===== config.mk =====
export PLATFORM = sky130hd
export DESIGN_NAME = instr_fetch
export DESIGN_NICKNAME = d
export VERILOG_FILES = /design/src/rtl/instr_fetch.sv
export SDC_FILE = /design/constraint.sdc
export NUM_CORES = 1
export LEC_CHECK = 0
export BUFFER_PORTS_ARGS = -buffer_cell sky130_fd_sc_hd__buf_2
export CAP_MARGIN = 20
export CORE_UTILIZATION = 56
export DETAILED_ROUTE_END_ITERATION = 16
export PLACE_DENSITY = 0.8
export SLEW_MARGIN = 20
export SYNTH_ARGS = -nofsm -noshare
export SYNTH_HDL_FRONTEND = slang
export SYNTH_SLANG_ARGS = --single-unit

===== constraint.sdc =====
create_clock -name clk -period 4.6 [get_ports clk]
set_clock_uncertainty 0.2 [all_clocks]
set_input_delay 0.92 -clock clk [delete_from_list [all_inputs] [get_ports clk]]
set_output_delay 0.92 -clock clk [all_outputs]
set_load 0.05 [all_outputs]

===== src/rtl/instr_fetch.sv =====
// Instruction fetch unit: pipelined imem requests, in-order response buffer, redirect flush.
// Optional IFU_MISALIGN_CHECK_EN traps misaligned redirect targets in a sticky FAULT state.
module instr_fetch #(
    parameter logic [31:0] RESET_PC = 32'h0000_0000,
    parameter int unsigned DEPTH    = 2
) (
    input  logic        clk,
    input  logic        reset,
    output logic        imem_req,
    output logic [31:0] imem_addr,
    input  logic        imem_gnt,
    input  logic        imem_rvalid,
    input  logic [31:0] imem_rdata,
    input  logic        redirect,
    input  logic [31:0] redirect_pc,
    output logic        inst_valid,
    input  logic        inst_ready,
    output logic [31:0] inst,
    output logic [31:0] inst_pc,
    output logic        fetch_fault
);
    localparam int unsigned PtrW = (DEPTH > 1) ? $clog2(DEPTH) : 1;
    localparam int unsigned CntW = PtrW + 1;
    localparam int unsigned SumW = CntW + 1;
    localparam logic [SumW-1:0] DepthW = SumW'(DEPTH);
    localparam logic [31:0] ResetPcA = {RESET_PC[31:2], 2'b00};

    typedef enum logic [0:0] {StFetch, StFault} state_e;

    state_e            state_q, state_d;
    logic [31:0]       pc_q, pc_d;
    logic [31:0]       rsp_pc_q, rsp_pc_d;
    logic [CntW-1:0]   outst_q, outst_d;
    logic [CntW-1:0]   discard_q, discard_d;
    logic [CntW-1:0]   count_q, count_d;
    logic [PtrW-1:0]   rd_ptr_q, rd_ptr_d;
    logic [PtrW-1:0]   wr_ptr_q, wr_ptr_d;
    logic [31:0]       buf_inst_q [DEPTH];
    logic [31:0]       buf_pc_q [DEPTH];

    logic [31:0]       target;
    logic [SumW-1:0]   used;
    logic [SumW-1:0]   inflight;
    logic              grant, rsp_fire, accept, drop, push, pop;

`ifdef IFU_MISALIGN_CHECK_EN
    logic misaligned;
    assign misaligned  = |redirect_pc[1:0];
    assign fetch_fault = (state_q == StFault);
`else
    logic unused_lsb;
    assign unused_lsb  = ^redirect_pc[1:0];
    assign fetch_fault = 1'b0;
`endif

    assign target     = {redirect_pc[31:2], 2'b00};
    assign imem_addr  = pc_q;
    assign inst_valid = (count_q != '0);
    assign inst       = buf_inst_q[rd_ptr_q];
    assign inst_pc    = buf_pc_q[rd_ptr_q];

    // A head popped this cycle frees its slot, so back-to-back fetch keeps a full stream.
    assign used     = {1'b0, outst_q} + {1'b0, count_q} - SumW'(pop);
    assign inflight = {1'b0, discard_q} + {1'b0, outst_q};
    assign imem_req = reset && (state_q == StFetch) && !redirect &&
                      (used < DepthW) && (inflight < DepthW);

    assign grant    = imem_req && imem_gnt;
    // Responses with nothing in flight (e.g. straight after reset) are ignored outright.
    assign rsp_fire = imem_rvalid && ((outst_q != '0) || (discard_q != '0));
    assign drop     = rsp_fire && (discard_q != '0);
    assign accept   = rsp_fire && (discard_q == '0);
    assign push     = accept && !redirect;
    assign pop      = inst_valid && inst_ready && !redirect;

    always_comb begin
        state_d   = state_q;
        pc_d      = pc_q;
        rsp_pc_d  = rsp_pc_q;
        outst_d   = outst_q;
        discard_d = discard_q;
        count_d   = count_q;
        rd_ptr_d  = rd_ptr_q;
        wr_ptr_d  = wr_ptr_q;
        if (redirect) begin
            pc_d      = target;
            rsp_pc_d  = target;
            outst_d   = '0;
            discard_d = discard_q + outst_q - CntW'(rsp_fire);
            count_d   = '0;
            rd_ptr_d  = wr_ptr_q;
`ifdef IFU_MISALIGN_CHECK_EN
            state_d   = misaligned ? StFault : StFetch;
`endif
        end else begin
            if (grant) begin
                pc_d = pc_q + 32'd4;
            end
            outst_d = outst_q + CntW'(grant) - CntW'(accept);
            if (drop) begin
                discard_d = discard_q - CntW'(1);
            end
            if (push) begin
                wr_ptr_d = wr_ptr_q + PtrW'(1);
                rsp_pc_d = rsp_pc_q + 32'd4;
            end
            if (pop) begin
                rd_ptr_d = rd_ptr_q + PtrW'(1);
            end
            count_d = count_q + CntW'(push) - CntW'(pop);
        end
    end

    always_ff @(posedge clk) begin
        if (!reset) begin
            state_q   <= StFetch;
            pc_q      <= ResetPcA;
            rsp_pc_q  <= ResetPcA;
            outst_q   <= '0;
            discard_q <= '0;
            count_q   <= '0;
            rd_ptr_q  <= '0;
            wr_ptr_q  <= '0;
        end else begin
            state_q   <= state_d;
            pc_q      <= pc_d;
            rsp_pc_q  <= rsp_pc_d;
            outst_q   <= outst_d;
            discard_q <= discard_d;
            count_q   <= count_d;
            rd_ptr_q  <= rd_ptr_d;
            wr_ptr_q  <= wr_ptr_d;
        end
    end

    always_ff @(posedge clk) begin
        if (!reset) begin
            for (int unsigned i = 0; i < DEPTH; i++) begin
                buf_inst_q[i] <= '0;
                buf_pc_q[i]   <= '0;
            end
        end else if (push) begin
            buf_inst_q[wr_ptr_q] <= imem_rdata;
            buf_pc_q[wr_ptr_q]   <= rsp_pc_q;
        end
    end

endmodule


==> results of run 1 <==
## cells in the mapped netlist (2+ instances only)
cell type  instances
or2_2              3
or4_1              2
o31ai_1            2
or3_1              4
fa_1               2
o221ai_1           4
inv_1             17
nor4_1             6
nand4_1           24
inv_2              2
nand2_1           51
o21ai_0           39
o211ai_1           2
edfxtp_1         124
nor2_1            29
o311a_1            6
a31oi_1           11
a21boi_0           7
a21oi_1           37
nor3_1            16
nor3b_1            3
a211oi_1           8
buf_4              5
a311oi_1           2
o21a_1             2
dfxtp_1           69
and2_1           127
buf_2              2
nand3_1           23
xor2_1            26
xnor2_1           13
ha_1              10
and3_1            12
mux2_2            64
clkbuf_1          40
and4_1             5
nand3b_1           2
## worst max-delay path by stage
stage               end  depth (start not counted)  slack [ns]
5_1_grt        imem_req                          8        0.49
3_3_place_gp   imem_req                          8        0.74
4_1_cts        imem_req                          8        0.65
3_5_place_dp   imem_req                          8        0.66
2_1_floorplan  imem_req                          7        0.07
6_report       imem_req                          8        0.66
## worst register-to-register path: stages (launching register included)
cell and delay [ns]:
dfxtp_1 0.38, or2_2 0.14, nand2_1 0.13, nor3_1 0.31, o21ai_0 0.18, fa_1 0.41
xnor2_1 0.33, nor3_4 0.09, inv_2 0.29, ha_1 0.31, inv_1 0.06, ha_1 0.14
xor2_1 0.17, xnor2_1 0.13, nor2_1 0.05
## per-stage QoR
stage | hold WS (ns) | setup WS, ns | total power [µW] | area [µm²]
floorplan | 0.2812 | 0.06683 | 2412 | 9209
global placement | 0.2977 | 0.7371 | 2544 | 10190
detailed placement | 0.3008 | 0.6608 | 2557 | 10190
CTS | 0.3120 | 0.6532 | 3969 | 10760
global route | 0.3447 | 0.4905 | 4079 | 10760
finish | 0.3139 | 0.6622 | 3946 | 10760
## sequential cells by signal, summed over array words and instances, names as in the netlist, 2 cells and up, named ones only
register,count
buf_inst_q,64
buf_pc_q,60
imem_addr,30
rsp_pc_q,30
count_q,2
discard_q,2
outst_q,2
## area by class of cell
type | count | area [µm²]
Tap cell | 216 | 270.3
Clock buffer | 17 | 425.4
Multi-Input combinational cell | 564 | 3831
Fill cell | 1273 | 5180
Timing Repair Buffer | 174 | 903.4
Sequential cell | 193 | 5106
Inverter | 20 | 75.07
Clock inverter | 15 | 151.4
## power by group through the flow
| stage | Combinational, µW | Sequential [µW] | Clock, µW |
|---|---|---|---|
| 2_1_floorplan | 354 | 2060 | 0 |
| 3_3_place_gp | 530 | 2010 | 0 |
| 5_1_grt | 579 | 1990 | 1510 |
| 3_5_place_dp | 537 | 2020 | 0 |
| 4_1_cts | 540 | 1980 | 1450 |
| 6_report | 539 | 1980 | 1430 |
## metal layers
| layer | track usage (%) | vias up | routed length (µm) |
|---|---|---|---|
| met5 | 0 | - | 0 |
| met4 | 7.114 | 0 | 161 |
| met3 | 4.428 | 14 | 1578 |
| met2 | 37.67 | 301 | 8961 |
| met1 | 32.13 | 3196 | 8851 |
| li1 | - | 3258 | - |
## cell families (layout without fill, tap and decap cells)
group / after synthesis / after routing / synth area share [%]
fa+ha+maj: 12 / 12 / 1.796
buf+inv: 69 / 226 / 3.130
flops: 193 / 193 / 55.53
xor+xnor: 39 / 39 / 3.715
simple gates: 315 / 315 / 19.26
other cells: 1 / 5 / 0.04079
compound gates: 128 / 128 / 8.588
mux: 65 / 65 / 7.948
==> run metrics, run 1 <==
status completed; final setup violating endpoints 0; R2R depth 14; vias in the first global route between 6000 and 7000; predominant post-synthesis flop cell edfxtp_1; CP cell instances buf_2, nand2_1, nor3_1, o21ai_0, fa_1, xnor2_1, nor3b_1, buf_2; clock share of power 36.1%; Syn Std Cell Area slightly above 9000 µm²; Global Route Usage Sum between 20% and 30%; most common cell after layout, fill and taps aside buf_2; crit-path max cell delay 0.40 ns; row count 46; Critical Path RT about 3.5 ns; Antenna Nets Post-Route 0; Critical Path Source Type input pin; Switching Fraction 27.88%; Leak ~0.0043 µW; # Post-CTS Setup Buffers 0; final core occ between 60% and 70%; Hold Path Origin imem_addr[27]; initial antenna violation count 0; # diodes 0; Wirelength per Cell ~16 µm; CTS tree done; GPL Wtd Cong about 0.9; Initial Util between 50 and 60%; main area contributors after synthesis edfxtp_1 41%, dfxtp_1 15%, and2_1 8.6%, mux2_2 7.8%, xor2_1 2.5%; WS Path Type in2out; post-CTS sizing 0; hold path depth 1; CP Launch Point inst_ready; number of synthesized flops with an enable pin between 100 and 150; CP top delay family simple AND/OR/NAND/NOR gates; Flop pwr share about half; clk slew on worst S/H paths roughly 0.08 ns; Die Ht around 130 µm; nets 1052; worst vdd ir 263.3 µV; syn_area_per_cell 11.18 µm²; maximum clock path buffer count 2; Worst-Margin Slew slightly below 1 ns; Post-Layout Cell Count approximately 1200; post-synth top area share about two fifths; pin count of the biggest net entering global routing between 60 and 70; Tmin final 3.938 ns; synth unique cells 58; width of the die about 130 µm; R2R Path Start count_q[1]; max-cap viol count 0; sw power around 1100 µW; Detailed Route Iter0 Violations between 400 and 500; Hold Crit Class reg2reg; power density cells around 370 nW/µm²; hpwl dp 12.70 mm; crit path DAT roughly 2.8 ns; Placed Cells between 1000 and 1500; layout cells sized above 1 28.79%; Routed Wire Length ~20 mm; Yosys reg bits around 190; core footprint 15940 µm²; IO buf count 161; GRT overflow 0; clk sinks ~190; final setup TNS 0 ns; Root Driver clkbuf_16; Worst path most repeated cell buf_2; first-pass GRT wire length a little over 30 mm; unrepaired setup endpoints after global routing false; reg2reg setup slack about 1.2 ns; commonest non-fill, non-tap cells in the layout 161 x buf_2, 127 x and2_1, 124 x edfxtp_1; cell taking the most area after synthesis edfxtp_1; CTS Hold Bufs 0; Tcrit/Tclk final approximately 86%; Yosys warning total 0; worst-path fanout max 5; fin. max-slew vios 0; first-pass detailed-route iteration total 5; Post-synth ARST share 0%; drt drc 0; Area Growth Syn to Fin 17.07%; cts bufs inserted 17; Pint approximately 2800 µW; Avg Vias per Cell between 5 and 6; worst hold endpoint imem_addr[27]; FF-to-FF End outst_q[1]; CP Buf/Inv Count 2; htree depth 4; Worst path slowest cell fa_1; Final Hold Fails 0; Vias roughly 6800; insertion delay to the later sink of the worst-skew pair around 0.43 ns; cells after synthesis between 800 and 900; IO Pins 169; Crit. End Element output pin; relative slew slack 33.33%; Peak Freq 253.9 MHz; sequential-to-total area share from yosys stat 55.53%; full die area 16930 µm²; Comb pwr share 13.7%
Power figures use the tool's default switching activity.
==> run 2, diff against run 1 <==
- CORE_ASPECT_RATIO: not set -> 1.4
==> run metrics, run 2 (synthesized netlist as in run 1, its figures left out) <==
status completed; Critical Path Source Type input pin; crit path DAT 2.64 ns (-0.18 ns); IO Pins 169 (unchanged); IO buf count 161 (unchanged); Tcrit/Tclk final 81.76% (-3.8 points); Crit. End Element output pin; Post-Layout Cell Count 1182 (-1.4%); cts bufs inserted 17 (unchanged); htree depth 4 (unchanged); max-cap viol count 0 (unchanged); CP top delay family simple AND/OR/NAND/NOR gates; nets 1052 (unchanged); Vias 6717 (-0.77%); unrepaired setup endpoints after global routing false; Final Hold Fails 0 (unchanged); drt drc 0 (unchanged); final core occ 66.74% (-0.76 points); insertion delay to the later sink of the worst-skew pair 0.43 ns (about the same); Worst path slowest cell fa_1; Placed Cells 1150 (-1.5%); commonest non-fill, non-tap cells in the layout 161 x buf_2, 127 x and2_1, 124 x edfxtp_1; Comb pwr share 13.5% (-0.2 points); CTS tree done; Die Ht 153.6 µm (+18%); Wirelength per Cell 16.47 µm (+1.0%); hpwl dp 13.24 mm (+4.3%); worst-path fanout max 5 (unchanged); first-pass GRT wire length 31.42 mm (+2.6%); hold path depth 1 (unchanged); worst hold endpoint imem_addr[27]; Antenna Nets Post-Route 0 (unchanged); Routed Wire Length 19.47 mm (-0.43%); CP cell instances buf_2, nand2_1, nor3_1, o21ai_0, fa_1, xnor2_1, nor3b_1, buf_2; width of the die 110.3 µm (-15%); crit-path max cell delay 0.39 ns (about the same); relative slew slack 27.91% (-5.4 points); GRT overflow 0 (unchanged); full die area 16940 µm² (about the same); WS Path Type in2out; # diodes 0 (unchanged); Root Driver clkbuf_16; CTS Hold Bufs 0 (unchanged); fin. max-slew vios 0 (unchanged); Largest register FFs 64 (unchanged); clk sinks 193 (unchanged); Initial Util 57.09% (-0.57 points); final setup TNS 0 ns (unchanged); row count 55 (+20%); FF-to-FF End outst_q[1]; Area Growth Syn to Fin 16.90%; most common cell after layout, fill and taps aside buf_2; biggest regs buf_inst_q (64), buf_pc_q (60); Hold Crit Class reg2reg; first-pass detailed-route iteration total 7 (+2); Switching Fraction 26.89% (-0.99 points); clock share of power 36.3% (+0.2 points); maximum clock path buffer count 2 (unchanged); layout cells sized above 1 28.48% (-0.31 points); Leak 0.004277 µW (-0.10%); Worst path most repeated cell buf_2; sw power 1062 µW (-3.5%); # Post-CTS Setup Buffers 0 (unchanged); Detailed Route Iter0 Violations 421 (-7.7%); core footprint 16100 µm² (+1.0%); Peak Freq 265.9 MHz (+4.7%); post-CTS sizing 0 (unchanged); Worst-Margin Slew 1.073 ns (+0.08057 ns); GPL Wtd Cong 0.9116 (+1.8%); Global Route Usage Sum 24.00% (+0.59 points); CP Buf/Inv Count 2 (unchanged); R2R Path Start count_q[0]; Tmin final 3.761 ns (-0.1770 ns); worst vdd ir 251.2 µV (-4.6%); R2R depth 14 (unchanged); pin count of the biggest net entering global routing 67 (unchanged); Critical Path RT 3.48 ns (about the same); Pint 2888 µW (+1.5%); vias in the first global route 6504 (+6.0%); Top reg by flops buf_inst_q; Flop pwr share 50.2% (about the same); initial antenna violation count 0 (unchanged); final setup violating endpoints 0 (unchanged); power density cells 367.6 nW/µm² (+0.24%); clk slew on worst S/H paths 0.06 ns (-0.02 ns); Avg Vias per Cell 5.683 (+0.66%); Hold Path Origin imem_addr[27]; FILL cells 1253 (-1.6%); reg2reg setup slack 1.21 ns (about the same)
==> run 2: cell types whose count changed in the layout (fill, tap and decap cells not counted) <==
cell and change:
buf_12 +1, buf_4 -1, clkinvlp_4 +1, clkbuf_1 +3, bufinv_16 +1, clkinv_2 +1
clkinv_4 -3, inv_8 -3
==> run 2: layout make-up <==
cell class	count	area (µm²)	area share (%)
Sequential cell	193	5106	47.51
Multi-Input combinational cell	564	3831	35.65
Timing Repair Buffer	174	915.9	8.522
Clock buffer	20	436.7	4.063
Tap cell	199	249.0	2.317
Clock inverter	12	133.9	1.246
Inverter	20	75.07	0.6985
==> run 2: routing by layer <==
metal,share of wire [%],vias up,global-route usage (%)
met5,0,-,0
met4,2.9,0,10.28
met3,6.2,38,4.790
met2,50,253,41.02
met1,41,3177,28.85
li1,-,3249,-
==> run 2: how the worst max path moves through the flow <==
stage,from,end,slack (ns),cells past startpoint
floorplan,redirect,imem_req,0.07,7
global placement,inst_ready,outst_q[1],0.77,14
detailed placement,inst_ready,outst_q[1],0.68,14
CTS,inst_ready,imem_req,0.80,8
global route,inst_ready,imem_req,0.66,8
finish,inst_ready,imem_req,0.84,8
==> run 2: power groups by stage <==
stage	Combinational (µW)	Sequential, µW	Clock [µW]
4_1_cts	538	1980	1460
2_1_floorplan	354	2060	0
3_5_place_dp	536	2020	0
3_3_place_gp	528	2020	0
6_report	534	1980	1430
5_1_grt	575	2000	1530
==> run 2: per-stage QoR <==
| stage | hold slack, ns | worst slack [ns] | instance area, µm² | total power, µW |
|---|---|---|---|---|
| 6_report | 0.3163 | 0.8392 | 10750 | 3950 |
| 5_1_grt | 0.3363 | 0.6579 | 10750 | 4103 |
| 2_1_floorplan | 0.2812 | 0.06683 | 9209 | 2412 |
| 3_3_place_gp | 0.2957 | 0.7711 | 10180 | 2544 |
| 3_5_place_dp | 0.3042 | 0.6809 | 10180 | 2557 |
| 4_1_cts | 0.3182 | 0.8035 | 10750 | 3977 |
==> run 2: worst reg2reg max path, stage by stage (launching register included) <==
cell and delay, ns:
dfxtp_1 0.37, or2_2 0.14, nand2_1 0.13, nor3_1 0.27, o21ai_0 0.17, fa_1 0.39, xnor2_1 0.32, nor3_4 0.09
inv_2 0.30, ha_1 0.30, inv_1 0.06, ha_1 0.14, xor2_1 0.18, xnor2_1 0.16, nor2_1 0.06
==> run 3, diff against run 2 <==
- CORE_UTILIZATION: 56 -> 51
- PLACE_DENSITY: 0.8 -> 0.77
- clock period: 4.6 -> 3 ns (I/O delays scaled with it)
==> run metrics, run 3 (synthesized netlist as in run 1, its figures left out) <==
status finished, violations left; violated checks negative setup slack; CTS Hold Bufs 0 (unchanged); Vias 6826 (+1.6%); GPL Wtd Cong 0.9001 (-1.3%); unrepaired setup endpoints after global routing true; vias in the first global route 6579 (+1.2%); GRT overflow 0 (unchanged); final setup violating endpoints 8 (+8); Area Growth Syn to Fin 23.35%; Critical Path RT 2.20 ns (-1.28 ns); IO Pins 169 (unchanged); WS Path Type reg2out; maximum clock path buffer count 2 (unchanged); Top reg by flops buf_inst_q; Wirelength per Cell 16.17 µm (-1.8%); Antenna Nets Post-Route 0 (unchanged); Crit. End Element output pin; first-pass detailed-route iteration total 6 (-1); full die area 18580 µm² (+9.6%); Placed Cells 1210 (+5.2%); Routed Wire Length 20.13 mm (+3.4%); fin. max-slew vios 0 (unchanged); drt drc 0 (unchanged); layout cells sized above 1 33.00% (+4.5 points); core footprint 17470 µm² (+8.5%); power density cells 570.8 nW/µm² (+55%); DP Area 10500 µm² (+3.2%); crit path DAT 2.33 ns (-0.31 ns); biggest regs buf_inst_q (64), buf_pc_q (60); insertion delay to the later sink of the worst-skew pair 0.43 ns (about the same); Peak Freq 319.0 MHz; cts bufs inserted 17 (unchanged); Worst-Margin Slew 0.6487 ns (-0.4243 ns); Root Driver clkbuf_16; Leak 0.004573 µW (+6.9%); setup slack at placement -0.06223 ns (-0.7431 ns); Largest register FFs 64 (unchanged); reg2reg setup slack -0.09 ns (-1.30 ns); Hold Crit Class in2reg; Detailed Route Iter0 Violations 473 (+12%); fin area 11340 µm² (+5.5%); Critical Path Source Type register; Global Route Usage Sum 22.22% (-1.8 points); Final Hold Fails 0 (unchanged); Avg Vias per Cell 5.483 (-3.5%); Final WS setup -0.1349 ns (-0.9741 ns); Tmin final 3.135 ns; commonest non-fill, non-tap cells in the layout 160 x buf_2, 126 x and2_1, 124 x edfxtp_1; Initial Util 52.62% (-4.5 points); Tcrit/Tclk final 104.5%; Post-Layout Cell Count 1245 (+5.3%); htree depth 4 (unchanged); CTS tree done; clk slew on worst S/H paths 0.07 ns (about the same); row count 57 (+3.6%); # diodes 0 (unchanged); first-pass GRT wire length 31.97 mm (+1.7%); clk sinks 193 (unchanged); worst-path fanout max 2 (-3); IO buf count 161 (unchanged); hpwl dp 13.19 mm (-0.31%); initial antenna violation count 0 (unchanged); max-cap viol count 0 (unchanged); relative slew slack 56.75% (+29 points); pin count of the biggest net entering global routing 67 (unchanged); most common cell after layout, fill and taps aside buf_2; nets 1078 (+2.5%); Die Ht 160.9 µm (+4.7%); worst vdd ir 315.2 µV (+25%); width of the die 115.5 µm (+4.7%)
==> run 3: cell count changes in the layout (fill, tap and decap cells not counted), sizes merged <==
cell      previous run  this run
bufinv               2         6
buf                174       200
clkinvlp             4         1
clkbuf              20        17
clkinv               4         6
==> run 3: critical path, stage by stage, from the launching register on <==
cell     delay (ns)
dfxtp_2        0.32
and2_4         0.15
fa_1           0.42
or4b_4         0.54
buf_6          0.14
nor3b_4        0.16
buf_6          0.18
==> run 3: path summary, 6_finish.rpt <==
kind,from,to,depth (start not counted)
min reg2reg,rsp_pc_q[30],rsp_pc_q[30],2
max reg2reg,outst_q[0],imem_addr[13],11
min,redirect_pc[18],imem_addr[18],3
max,outst_q[0],imem_req,6
==> run 3: cell type report <==
cell class,instances,area [µm²]
repair buffers,200,1191
flip-flops and latches,193,5110
inverters,20,75.07
clock inverters,15,255.2
well taps,236,295.3
fillers,1401,6132
clock buffers,17,425.4
multi-input cells,564,3989
==> run 3: per-layer routing <==
layer / global-route usage [%] / vias to the layer above / wire, µm / share of wire (%)
met4: 7.261 / 0 / 385 / 1.9
met1: 26.94 / 3236 / 8259 / 41
met2: 39.44 / 254 / 10300 / 51
li1: - / 3304 / - / -
met3: 3.774 / 32 / 1178 / 5.9
met5: 0 / - / 0 / 0
==> run 3: where the power goes <==
part	internal [µW]	total, µW	switching (µW)
Clock	1580	2560	980
Sequential	2940	3040	93.8
Combinational	289	881	592
==> run 3: through the flow <==
| stage | setup TNS (ns) | hold slack (ns) | total power, µW | utilization [%] |
|---|---|---|---|---|
| floorplan | -10.44 | 0.2812 | 3704 | - |
| global placement | -0.07448 | 0.2977 | 3939 | 60.11 |
| detailed placement | -0.2965 | 0.3077 | 3954 | 60.11 |
| CTS | -0.1941 | 0.2348 | 6512 | 64.14 |
| global route | -1.556 | 0.2503 | 6687 | 64.91 |
| finish | -0.4109 | 0.2540 | 6474 | 64.91 |
==> run 3: timing repair <==
item                                   in CTS  in global routing
endpoints found under the hold margin       0                  0
pin swaps                                   3                 15
buffers inserted                            1                  2
setup endpoints to repair                   1                 11
gates resized for setup                     6                 23
